==> src/rtl/puf_challenge_sequencer.sv <==
// rtl/puf_challenge_sequencer.sv - serial challenge loader and response capture for the mapping PUF core
module puf_challenge_sequencer #(
    parameter int IN_WIDTH  = 128,
    parameter int OUT_WIDTH = 16,
    parameter int TIMEOUT   = 1023
) (
    input  logic                 clk,
    input  logic                 reset,
    input  logic                 start,
    input  logic                 bit_in,
    input  logic                 bit_valid,
    input  logic                 done,
    input  logic [OUT_WIDTH-1:0] dataIn,
    output logic [IN_WIDTH-1:0]  dataOut,
    output logic                 trigger,
    output logic [OUT_WIDTH-1:0] resp,
    output logic                 resp_valid,
    output logic                 busy,
    output logic                 timeout_err
);

    localparam int CNT_W = (IN_WIDTH > 1) ? $clog2(IN_WIDTH) : 1;
    localparam logic [CNT_W-1:0] LAST_BIT   = CNT_W'(IN_WIDTH - 1);
    // Timer counts WAIT edges; abort is taken on the edge where it has seen TIMEOUT-1
    localparam logic [15:0]      TIMER_LAST = 16'(TIMEOUT - 1);

    typedef enum logic [1:0] {
        S_IDLE  = 2'd0,
        S_SHIFT = 2'd1,
        S_FIRE  = 2'd2,
        S_WAIT  = 2'd3
    } state_t;

    state_t                state_q, state_d;
    logic [CNT_W-1:0]      cnt_q, cnt_d;
    logic [15:0]           timer_q, timer_d;
    logic [IN_WIDTH-1:0]   data_q, data_d;
    logic                  trig_q, trig_d;
    logic [OUT_WIDTH-1:0]  resp_q, resp_d;
    logic                  rv_q, rv_d;
    logic                  busy_q, busy_d;
    logic                  to_q, to_d;

    // Next-state and next-output logic; every output is computed here and registered below
    always_comb begin
        state_d = state_q;
        cnt_d   = cnt_q;
        timer_d = timer_q;
        data_d  = data_q;
        trig_d  = 1'b0;
        resp_d  = resp_q;
        rv_d    = 1'b0;
        busy_d  = busy_q;
        to_d    = to_q;

        case (state_q)
            S_IDLE: begin
                // done is deliberately ignored here; a late answer must not update resp
                if (start) begin
                    cnt_d   = '0;
                    to_d    = 1'b0;
                    busy_d  = 1'b1;
                    state_d = S_SHIFT;
                end
            end

            S_SHIFT: begin
                if (bit_valid) begin
                    // LSB first; untouched positions keep whatever the previous challenge left
                    data_d[cnt_q] = bit_in;
                    if (cnt_q == LAST_BIT) begin
                        // Counter parks at the last index instead of wrapping
                        trig_d  = 1'b1;
                        state_d = S_FIRE;
                    end else begin
                        cnt_d = cnt_q + 1'b1;
                    end
                end
            end

            S_FIRE: begin
                // trigger is already high for this cycle; arm the response timer
                timer_d = '0;
                state_d = S_WAIT;
            end

            S_WAIT: begin
                timer_d = timer_q + 1'b1;
                if (done) begin
                    // A response on the final timer edge still counts as a success
                    resp_d  = dataIn;
                    rv_d    = 1'b1;
                    busy_d  = 1'b0;
                    state_d = S_IDLE;
                end else if (timer_q == TIMER_LAST) begin
                    to_d    = 1'b1;
                    busy_d  = 1'b0;
                    state_d = S_IDLE;
                end
            end

            default: begin
                busy_d  = 1'b0;
                state_d = S_IDLE;
            end
        endcase
    end

    // State and output registers; asynchronous reset discards any partial challenge
    always_ff @(posedge clk or negedge reset) begin
        if (!reset) begin
            state_q <= S_IDLE;
            cnt_q   <= '0;
            timer_q <= '0;
            data_q  <= '0;
            trig_q  <= 1'b0;
            resp_q  <= '0;
            rv_q    <= 1'b0;
            busy_q  <= 1'b0;
            to_q    <= 1'b0;
        end else begin
            state_q <= state_d;
            cnt_q   <= cnt_d;
            timer_q <= timer_d;
            data_q  <= data_d;
            trig_q  <= trig_d;
            resp_q  <= resp_d;
            rv_q    <= rv_d;
            busy_q  <= busy_d;
            to_q    <= to_d;
        end
    end

    assign dataOut     = data_q;
    assign trigger     = trig_q;
    assign resp        = resp_q;
    assign resp_valid  = rv_q;
    assign busy        = busy_q;
    assign timeout_err = to_q;

endmodule
==> config.mk <==
export PLATFORM = sky130hd
export DESIGN_NAME = puf_challenge_sequencer
export DESIGN_NICKNAME = d
export VERILOG_FILES = /design/src/rtl/puf_challenge_sequencer.sv
export SDC_FILE = /design/constraint.sdc
export NUM_CORES = 1
export LEC_CHECK = 0
export ABC_AREA = 1
export BUFFER_PORTS_ARGS = -buffer_cell sky130_fd_sc_hd__buf_2
export CAP_MARGIN = 15
export CORE_MARGIN = 5
export CORE_UTILIZATION = 54
export CTS_CLUSTER_SIZE = 8
export DETAILED_ROUTE_END_ITERATION = 12
export GPL_TIMING_DRIVEN = 1
export HOLD_SLACK_MARGIN = 0.05
export MAX_ROUTING_LAYER = met4
export PLACE_DENSITY = 0.85
export SYNTH_ARGS = -nofsm -noshare
export SYNTH_HDL_FRONTEND = slang
export SYNTH_SLANG_ARGS = --single-unit
==> constraint.sdc <==
create_clock -name clk -period 2.31 [get_ports clk]
set_clock_uncertainty 0.05 [all_clocks]
set_input_delay 0.1155 -clock clk [delete_from_list [all_inputs] [get_ports clk]]
set_output_delay 0.1155 -clock clk [all_outputs]
set_load 0.05 [all_outputs]
* Word level (Yosys, flattened, before mapping)
Index checks and enable logic that the tools add are counted.
Widths: inputs -> output; s select.
** Operators by class
- Equality and inequality tests :: 12
- Order comparisons :: 2
- Multipliers :: 0
- Muxes and demuxes :: 27
- Bitwise logic cells :: 0
- Divide/modulo/power cells :: 0
- Add/subtract/negate cells :: 2
- Shifts and indexed selects :: 0
- Reduce and logical (&&, ||, !) cells :: 11
** Operators by type and width (count)
- $bwmux 128 :: 1
- $pmux 16 s2 :: 1
- $mux 7 :: 3
- $add 16x1->16 const B :: 1
- $eq 16x10->1 const B :: 1
- $pmux 7 s2 :: 1
- $mux 1 :: 12
- $ne 2x2->1 const B :: 6
- $reduce_and 4->1 :: 3
- $mux 2 :: 5
- $lt 7x8->1 const B :: 1
- $pmux 2 s4 :: 1
- $add 7x1->7 const B :: 1
- $demux 1 s7 :: 1
- $eq 7x7->1 const B :: 1
- $ge 7x1->1 const B :: 1
- $reduce_bool 2->1 :: 3
- $eq 2x2->1 const B :: 2
- $pmux 1 s2 :: 2
- $reduce_and 2->1 :: 2
- $ne 3x3->1 const B :: 1
- $reduce_and 3->1 :: 1
- $eq 2x1->1 const B :: 1
- $logic_not 2->1 :: 1
- $logic_and 1x1->1 :: 1
** Word-level totals
- Bits in writable memories :: 0
- Memories :: 0
- ROM bits :: 0
- Latch bits :: 0
- Flip-flop bits (word level) :: 173
- Output and inout port bits :: 148
- Input port bits :: 22

* Longest topological paths before layout
Gate-level depths: netlist (run 1).
- Depth in word-level cells :: 5
- Mapped depth :: 10
- Mapped depth without buffers :: 10

* Least setup slack after synthesis (run 1)
Ideal clock, no wire load.
- Path type :: register to register
- Start point :: reg state_q[1]
- End point :: reg data_q[111] (netlist: dataOut[111])
- Data required time :: 2119 ps
- Data arrival time :: 1535 ps
- Path buffers :: 2
- Stages on the path, launching flop included :: 8
- Slack :: 583 ps
- Clock period less this slack :: 1727 ps
- Library setup time :: 141 ps
- Path through :: dfrtp_1 > inv_1 > ha_1 > nand2_4 > buf_6 > nor2_8 > buf_2 > a31oi_1
** Between the ends
- Word-level cells in the longest chain between the ends :: 2
** RTL lines
- start, declared :: RTL line 34 : state_t state_q, state_d;
- start signal, assigned :: RTL line 122 : state_q <= state_d;
- $eq 2x1->1 :: RTL line 56 : case (state_q)
- $reduce_and 2->1 (no line)
- end signal, assigned :: RTL line 125 : data_q <= data_d;
- end, declared :: RTL line 37 : logic [IN_WIDTH-1:0] data_q, data_d;
No other way between the ends.
A chain may end at the register's enable or synchronous reset.

* Worst setup path after layout (run 1)
- Start point :: reg state_q[1]
- End point :: reg data_q[89] (netlist: dataOut[89])
Same word-level chain as after synthesis.

==> results of run 1 <==
==> through the flow <==
step | setup slack [ns] | power [mW]
final | 0.263 | 8.64
after floorplan | 0.583 | 5.11
after global placement | 0.457 | 5.65
after detailed placement | 0.378 | 5.71
after CTS | 0.321 | 8.66
after global routing | 0.179 | 9.03
==> power by group <==
| group | leakage (nW) | switching [mW] | internal, mW | total (mW) |
|---|---|---|---|---|
| sequential | 2.38 | 0.173 | 3.28 | 3.46 |
| clock | 0.282 | 1.30 | 1.63 | 2.93 |
| combinational | 2.30 | 1.71 | 0.540 | 2.25 |
==> repair_timing <==
action / CTS / global route
resized for setup: 0 / 0
endpoints found under the hold margin: 190 / 0
hold buffers: 18 / 0
==> final timing paths <==
kind	slack [ns]	start	endpoint	depth (start not counted)
worst max-delay path	0.26	state_q[1]$_DFFE_PN0P_	dataOut[89]$_DFFE_PN0P_	7
worst min-delay path	0.12	reset	dataOut[8]$_DFFE_PN0P_	2
worst max register to register	0.26	state_q[1]$_DFFE_PN0P_	dataOut[89]$_DFFE_PN0P_	7
worst min register to register	0.43	resp[4]$_DFFE_PN0N_	resp[4]$_DFFE_PN0N_	2
max in group asynchronous	1.38	reset	dataOut[88]$_DFFE_PN0P_	3
min in group clk	0.15	bit_valid	cnt_q[1]$_DFFE_PN0P_	5
==> critical path, cell delays in order, from the launching register on <==
cell and delay, ns:
dfrtp_1 0.42, inv_1 0.12, ha_1 0.22, nand2_4 0.26
nor2_4 0.18, buf_4 0.33, a21oi_1 0.13, a31oi_1 0.23
==> logic make-up (layout without fill, tap and decap cells) <==
logic type               count (synthesis)  after routing  share of synthesized area
AO/OA/AOI/OAI                          268            268                      0.196
XOR/XNOR                                 1              1                    0.00115
adder cells (fa/ha/maj)                  8              8                     0.0132
buffers and inverters                   95            280                     0.0592
flip-flops                             173            173                      0.569
multiplexers                             1              1                    0.00132
AND/OR/NAND/NOR                        255            255                      0.160
==> flip-flops by register name, indices dropped and copies added, names as in the netlist, 2 cells and up <==
name     cells
cnt_q        7
resp        16
timer_q     16
dataOut    128
state_q      2
==> layout make-up <==
cell class | instances | area [um^2] | area share
Tap cell | 180 | 225 | 0.0241
Sequential cell | 173 | 4330 | 0.463
Multi-Input combinational cell | 533 | 2830 | 0.302
Clock buffer | 18 | 429 | 0.0459
Inverter | 46 | 174 | 0.0186
Clock inverter | 14 | 178 | 0.0190
Timing Repair Buffer | 202 | 1190 | 0.128
==> synth_stat cells (2+ instances only) <==
library cell	instances
dfrtp_1	173
nand2_1	149
a21oi_1	116
a31oi_1	110
inv_1	43
nand3_1	34
nor2_1	30
buf_2	24
o21ai_0	19
o21ai_1	18
clkbuf_1	14
nor2_2	11
ha_1	8
buf_6	7
nand2_2	7
nor2_8	6
nand4_1	4
nor3_1	4
buf_4	3
nor2_4	3
inv_2	2
o21a_1	2
or2_2	2
==> routing by layer <==
metal	up-vias	share of wire
li1	3134	-
met1	3213	0.40
met4	0	0.037
met5	-	0
met3	67	0.081
met2	321	0.48
==> results.json, run 1 <==
{
  "status": "completed",
  "syn-num-nets": 831,
  "antenna_found_initial": 0,
  "core_mm2": 0.0138,
  "path_max_fanout": 28,
  "clk_pin_slew_worst_paths_ns": 0.07,
  "syn2layout_area_growth_pct": 23.0,
  "power.density_mw_per_mm2": 924,
  "worst_slew_pin_slew_ns": 0.651,
  "cp.required_ns": 2.60,
  "drcViolationCount": 0,
  "antenna_left": 0,
  "seq_area_frac_synth": 0.569,
  "crit_type": "flop to flop",
  "start_util": 0.550,
  "synth-edff-count": 0,
  "slew_headroom": 0.566,
  "grt_pass1_vias": 6509,
  "drv_cap": 0,
  "layout_commonest_cell": "dfrtp_1",
  "clkSinkCount": 173,
  "worst_hold_slack_ns": 0.115,
  "leakagePower_nw": 4.96,
  "htree_num_levels": 4,
  "setup_violations": 0,
  "synth_top_area_frac": 0.569,
  "synth_cells": 801,
  "ys_warn_count": 0,
  "stdcell_count": 1166,
  "grt_overflow": 0,
  "min_period_ns": 2.05,
  "hold_viol": 0,
  "grt_pass1_wl_um": 33700,
  "hp-class": "input pin to async pin",
  "cts_buffer_depth": 2,
  "grt_max_degree": 74,
  "fin_util": 0.677,
  "dp.cells": 1116,
  "grt_setup_unrepaired": "false",
  "vias": 6735,
  "routed_wirelength_um": 20700,
  "gp_congestion": 0.878,
  "tns_ns": 0,
  "clk_latency_ns": 0.44,
  "layout.nets": 1003,
  "routed_via_density": 5.78,
  "cp-start-kind": "flop",
  "met1_usage": 0.347,
  "std_cell_rows": 43,
  "end_kind": "flop",
  "placed_cell_area_mm2": 0.00857,
  "finalCritPeriodShare": 0.886,
  "track_usage": 0.265,
  "die_w_um": 129,
  "dieHeight_um": 129,
  "yosysTopAreaCell": "dfrtp_1",
  "drv_slew": 0,
  "cts-root-buf": "clkbuf_16",
  "grt_use_met3": 0.0718,
  "drive_above_1_share": 0.254,
  "synth_seq_cells": 173,
  "wire_per_inst_um": 17.8,
  "place_hpwl_um": 13500,
  "post_cts_buffers": 0,
  "drtIter0Drc": 577,
  "use_met2": 0.395,
  "dieArea_mm2": 0.0166,
  "busiest_layer": "met2",
  "port_buffers": 169,
  "synth.distinct_cells": 35,
  "final_cell_area_mm2": 0.00936,
  "cts_tree": "built",
  "layout_common_cells": "dfrtp_1, buf_2, nand2_1, a21oi_1, a31oi_1",
  "dr.pass1.iters": 9,
  "async_flop_share": 1.00,
  "arrival_ns": 2.33,
  "synth_area_mm2": 0.00761,
  "synth_top_flop_cell": "dfrtp_1",
  "antennaDiodeCount": 0,
  "yosys-top-cells-area": "dfrtp_1, a31oi_1, a21oi_1",
  "peakVddDrop_v": 0.000649,
  "syn_area_per_cell_um2": 9.50,
  "fillCellCount": 1025,
  "fmax_mhz": 489,
  "numCtsBuffers": 17,
  "num_io_pins": 170
}
(Power assumes the default switching activity.)
==> run 2, diff against run 1 <==
Settings changed: CORE_UTILIZATION 54 to 40, PLACE_DENSITY 0.85 to 0.67, SLEW_MARGIN set to 10.
==> run 2 against run 1 <==
Effect of this change:
- power barely moved
- core utilization fell by 17 points
- sequential power barely moved
- sequential share of layout area fell by 0.68 points
- clock power barely moved
- combinational power barely moved
- cell count rose by 5.1%
- routed wire length rose by 2.2%
- count of clock-buffer cells in the layout did not move
- critical path type unchanged
- critical endpoint is now dataOut[127]$_DFFE_PN0P_
==> results.json, run 2 (same netlist as run 1, synthesis figures left out) <==
{
  "status": "completed",
  "cts-root-buf": "clkbuf_16",
  "grt_overflow": 0,
  "power.density_mw_per_mm2": 911,
  "reg2reg_from": "state_q[1]$_DFFE_PN0P_",
  "gp_congestion": 0.870,
  "die_w_um": 148,
  "grt_pass1_vias": 6085,
  "track_usage": 0.202,
  "layout_commonest_cell": "dfrtp_1",
  "vias": 6500,
  "worstPathCellList": "inv_1 > ha_1 > nand2_4 > nor2_8 > a21oi_1 > a31oi_1",
  "dp.cells": 1174,
  "path_max_fanout": 28,
  "grt_max_degree": 77,
  "layout.nets": 1008,
  "port_buffers": 169,
  "cp.required_ns": 2.60,
  "routed_via_density": 5.30,
  "stdcell_count": 1226,
  "leakagePower_nw": 5.00,
  "cp-startpoint": "state_q[1]$_DFFE_PN0P_",
  "drcViolationCount": 0,
  "num_io_pins": 170,
  "crit_slowest_cell": "nor2_8",
  "routed_wirelength_um": 21200,
  "crit_buf_inv": 1,
  "tns_ns": 0,
  "power_mw": 8.65,
  "hold_viol": 0,
  "fmax_mhz": 511,
  "path_delay_family": "simple AND/OR/NAND/NOR gates",
  "drtIter0Drc": 471,
  "critPathMaxStageDelay_ns": 0.49,
  "arrival_ns": 2.24,
  "grt_pass1_wl_um": 34200,
  "clk_pin_slew_worst_paths_ns": 0.07,
  "setup_violations": 0,
  "std_cell_rows": 50,
  "worst_slew_pin_slew_ns": 0.655,
  "drv_cap": 0,
  "drive_above_1_share": 0.257,
  "core_mm2": 0.0187,
  "dieHeight_um": 148,
  "drv_slew": 0,
  "cp.depth": 6,
  "dr.pass1.iters": 5,
  "antenna_left": 0,
  "cp-start-kind": "flop",
  "cts_buffer_depth": 2,
  "min_period_ns": 1.96,
  "cts_tree": "built",
  "reg2reg_depth": 6,
  "clk_latency_ns": 0.42,
  "htree_num_levels": 4,
  "end_kind": "flop",
  "peakVddDrop_v": 0.000612,
  "clkSinkCount": 173,
  "hp-class": "input pin to async pin",
  "crit_type": "flop to flop",
  "largest_reg_flops": 128,
  "antenna_found_initial": 1,
  "dieArea_mm2": 0.0219,
  "slew_headroom": 0.563,
  "wire_per_inst_um": 17.3,
  "place_hpwl_um": 14200,
  "grt_setup_unrepaired": "false",
  "cts_resized": 0,
  "start_util": 0.407,
  "syn2layout_area_growth_pct": 24.8,
  "worst_hold_slack_ns": 0.166,
  "finalCritPeriodShare": 0.848,
  "numCtsBuffers": 17,
  "layout_common_cells": "dfrtp_1, buf_2, nand2_1, a21oi_1, a31oi_1"
}
==> run 2: through the flow <==
step	utilization	worst slack, ns	area [um^2]
floorplan	-	0.583	7610
global placement	0.465	0.453	8690
detailed placement	0.465	0.379	8690
CTS	0.507	0.362	9490
global route	0.508	0.201	9500
finish	0.508	0.351	9500
==> run 2: per-layer routing <==
layer  wire length, um  vias to the layer above  share of wire  track usage
met5                 0                        -              0            -
met4               459                        0          0.022       0.0582
met3              1500                       28          0.071       0.0641
met2              9820                      177           0.46        0.297
met1              9380                     3139           0.44        0.270
li1                  -                     3156              -            -
==> run 2: path summary, 6_finish.rpt <==
check                                      endpoint  slack (ns)
hold / removal                  resp[8]$_DFFE_PN0N_        0.17
max in group asynchronous   dataOut[75]$_DFFE_PN0P_        1.28
setup / recovery           dataOut[127]$_DFFE_PN0P_        0.35
setup reg to reg           dataOut[127]$_DFFE_PN0P_        0.35
hold reg to reg                    busy$_DFFE_PN0P_        0.42
min in group clk               cnt_q[1]$_DFFE_PN0P_        0.17
==> run 2: final cells by class <==
cell class                 instances  area (um^2)
timing repair buffer             207         1260
clock inverter                    14          171
sequential                       173         4330
tap                              234          293
inverter                          46          174
clock buffer                      18          439
antenna                            1         2.50
multi-input combinational        533         2830
fill                            1719         9210
==> run 2: timing repair <==
item	CTS	global route
hold buffers	19	0
setup buffers	0	0
endpoints found under the hold margin	78	0
==> run 2: power by group <==
part / leakage, nW / internal, mW / switching [mW] / total [mW]
logic: 2.33 / 0.552 / 1.72 / 2.27
registers: 2.38 / 3.28 / 0.163 / 3.44
clock network: 0.294 / 1.59 / 1.35 / 2.94
total: 5.00 / 5.42 / 3.23 / 8.65
==> run 3, diff against run 2 <==
Settings changed: ABC_AREA 1 to 0.
Clock period 2.31 ns to 1.9 ns, I/O delays scaled along.
==> run 3 against run 2 <==
Effect of this change:
- via count down 11%
- cell count decreased by 4.0%
- fmax is 7.5% higher
- largest cell class unchanged
- global-route usage is 1.8 points lower
- highest routed layer unchanged
- first-iteration DRC count shrank 53%
- sequential cell count stayed put
- sequential power increased by 32%
==> results.json, run 3 <==
{
  "place_hpwl_um": 13800,
  "synthAdderAreaFrac": 0.0127,
  "clk_pin_slew_worst_paths_ns": 0.07,
  "drtIter0Drc": 220,
  "wire_per_inst_um": 16.6,
  "p_switching_mw": 4.75,
  "power_frac_seq": 0.370,
  "crit_type": "flop to flop",
  "ys_warn_count": 0,
  "drv_slew": 0,
  "cp-startpoint": "timer_q[0]$_DFFE_PN0P_",
  "synth_compound_area_frac": 0.0275,
  "grt_overflow": 0,
  "synth_top_area_frac": 0.550,
  "synth.mux.area_fraction": 0.215,
  "dieHeight_um": 150,
  "power_frac_clock": 0.279,
  "clk_latency_ns": 0.42,
  "r2r_slack_ns": 0.08,
  "path_max_fanout": 3,
  "min_period_ns": 1.82,
  "synth-edff-count": 0,
  "dieArea_mm2": 0.0226,
  "routed_wirelength_um": 19600,
  "synth_top_family_by_area": "multiplexers",
  "final_cell_area_mm2": 0.0103,
  "syn-num-nets": 707,
  "setup_violations": 0,
  "reg2reg_from": "timer_q[0]$_DFFE_PN0P_",
  "sw_frac_of_total": 0.386,
  "std_cell_rows": 51,
  "drive_above_1_share": 0.413,
  "track_usage": 0.184,
  "grt_setup_unrepaired": "true",
  "reg2reg_depth": 8,
  "peakVddDrop_v": 0.000916,
  "synth.distinct_cells": 44,
  "layout.nets": 928,
  "cts-root-buf": "clkbuf_16",
  "synth_seq_cells": 173,
  "routed_via_density": 4.91,
  "seq_area_frac_synth": 0.550,
  "yosys-top-cells-area": "dfrtp_1, mux2_1, mux2_2",
  "port_buffers": 169,
  "timing.rr.end": "state_q[1]$_DFFE_PN0P_",
  "synth_xor_area_frac": 0.0167,
  "antenna_left": 0,
  "synth_top_flop_cell": "dfrtp_1",
  "slew_headroom": 0.700,
  "htree_num_levels": 4,
  "power_frac_comb": 0.352,
  "dp.cells": 1121,
  "synth_area_mm2": 0.00787,
  "synth_common_cells": "dfrtp_1, nor2_1, nand2_1",
  "power.density_mw_per_mm2": 1200,
  "start_util": 0.406,
  "drv_cap": 0,
  "layout_common_cells": "dfrtp_1, buf_2, nand2_1, nor2_1, mux2_1",
  "p_int_mw": 7.56,
  "fmax_mhz": 549,
  "num_io_pins": 170,
  "arrival_ns": 2.08,
  "cts_tree": "built",
  "status": "completed",
  "grt_pass1_vias": 5849,
  "antenna_found_initial": 1,
  "syn2layout_area_growth_pct": 30.5,
  "worst_slew_pin_slew_ns": 0.450,
  "tns_ns": 0,
  "finalCritPeriodShare": 0.959,
  "clkSinkCount": 173,
  "drcViolationCount": 0,
  "layout_commonest_cell": "dfrtp_1",
  "yosysTopAreaCell": "dfrtp_1",
  "cp-start-kind": "flop",
  "cp.required_ns": 2.16,
  "placed_cell_area_mm2": 0.00941,
  "async_flop_share": 1.00,
  "vias": 5780,
  "die_w_um": 150,
  "leakagePower_nw": 5.24,
  "grt_pass1_wl_um": 31800,
  "hold_viol": 0,
  "crit_end": "state_q[1]$_DFFE_PN0P_",
  "end_kind": "flop",
  "largest_reg_flops": 128,
  "yosys.area_share.simple": 0.148,
  "numCtsBuffers": 17,
  "stdcell_count": 1177,
  "core_mm2": 0.0194,
  "grt_max_degree": 57,
  "cts_buffer_depth": 2,
  "hp-class": "input pin to async pin",
  "synth_cells": 677,
  "syn_area_per_cell_um2": 11.6,
  "dr.pass1.iters": 6,
  "yosysMostFrequentCell": "dfrtp_1",
  "gp_congestion": 0.785
}
## run 3: power groups by stage
stage	registers [mW]	clock network [mW]	logic, mW
5_1_grt	4.62	3.69	4.60
2_1_floorplan	6.10	0	1.43
4_1_cts	4.55	3.52	4.27
3_5_place_dp	4.61	0	4.22
3_3_place_gp	4.58	0	4.18
6_report	4.55	3.43	4.33
## run 3: metrics by stage
stage | power (mW) | worst slack [ns] | utilization | hold WS (ns)
after floorplan | 7.53 | -0.0138 | - | -0.251
after global placement | 8.77 | 0.100 | 0.485 | -0.0176
final | 12.3 | 0.0781 | 0.530 | 0.0970
after detailed placement | 8.83 | 0.0439 | 0.485 | -0.0181
after global routing | 12.9 | -0.0422 | 0.530 | 0.111
after CTS | 12.3 | 0.0412 | 0.525 | 0.0857
## run 3: area by class of cell
class                   count  area (um^2)
multi-input cells         456         3390
inverters                   6         22.5
fillers                  1732         9130
clock inverters             8         82.6
flip-flops and latches    173         4330
diodes                      1         2.50
well taps                 265          332
repair buffers            244         1620
clock buffers              24          502
## run 3: what timing repair did
action                                 in CTS  in global routing
resized for setup                           1                 11
pin swaps                                   0                  1
setup buffers                               0                  4
setup endpoints to repair                   1                 29
hold buffers                               19                  0
endpoints found under the hold margin     192                  0
## run 3: kinds of logic after synthesis
logic type | after synthesis
DFF | 173
xor gates and xnor gates | 15
and+or+nand+nor | 253
buffers and inverters | 48
adders and majority gates | 8
muxes | 147
AOI/OAI and AO/OA | 33
## run 3: worst max-delay path, cell delays in order, from the launching register on
cell and delay [ns]:
dfrtp_1 0.38, inv_1 0.07, ha_1 0.15, nor4b_2 0.19
nand4_1 0.13, nor4_2 0.16, buf_4 0.16, o311ai_2 0.09
mux2_1 0.32
## run 3: worst min-delay path by stage
stage	startpoint	slack, ns	to
floorplan	reset	-0.25	busy$_DFFE_PN0P_
global placement	reset	-0.02	dataOut[15]$_DFFE_PN0P_
detailed placement	reset	-0.02	dataOut[15]$_DFFE_PN0P_
CTS	reset	0.09	dataOut[6]$_DFFE_PN0P_
global route	reset	0.11	dataOut[15]$_DFFE_PN0P_
finish	reset	0.1	dataOut[15]$_DFFE_PN0P_
## run 3: routing by layer
metal	global-route usage	vias to the layer above	share of wire
met1	0.243	2875	0.45
met2	0.287	144	0.48
met5	-	-	0
met4	0.0512	0	0.016
li1	-	2736	-
met3	0.0430	25	0.053
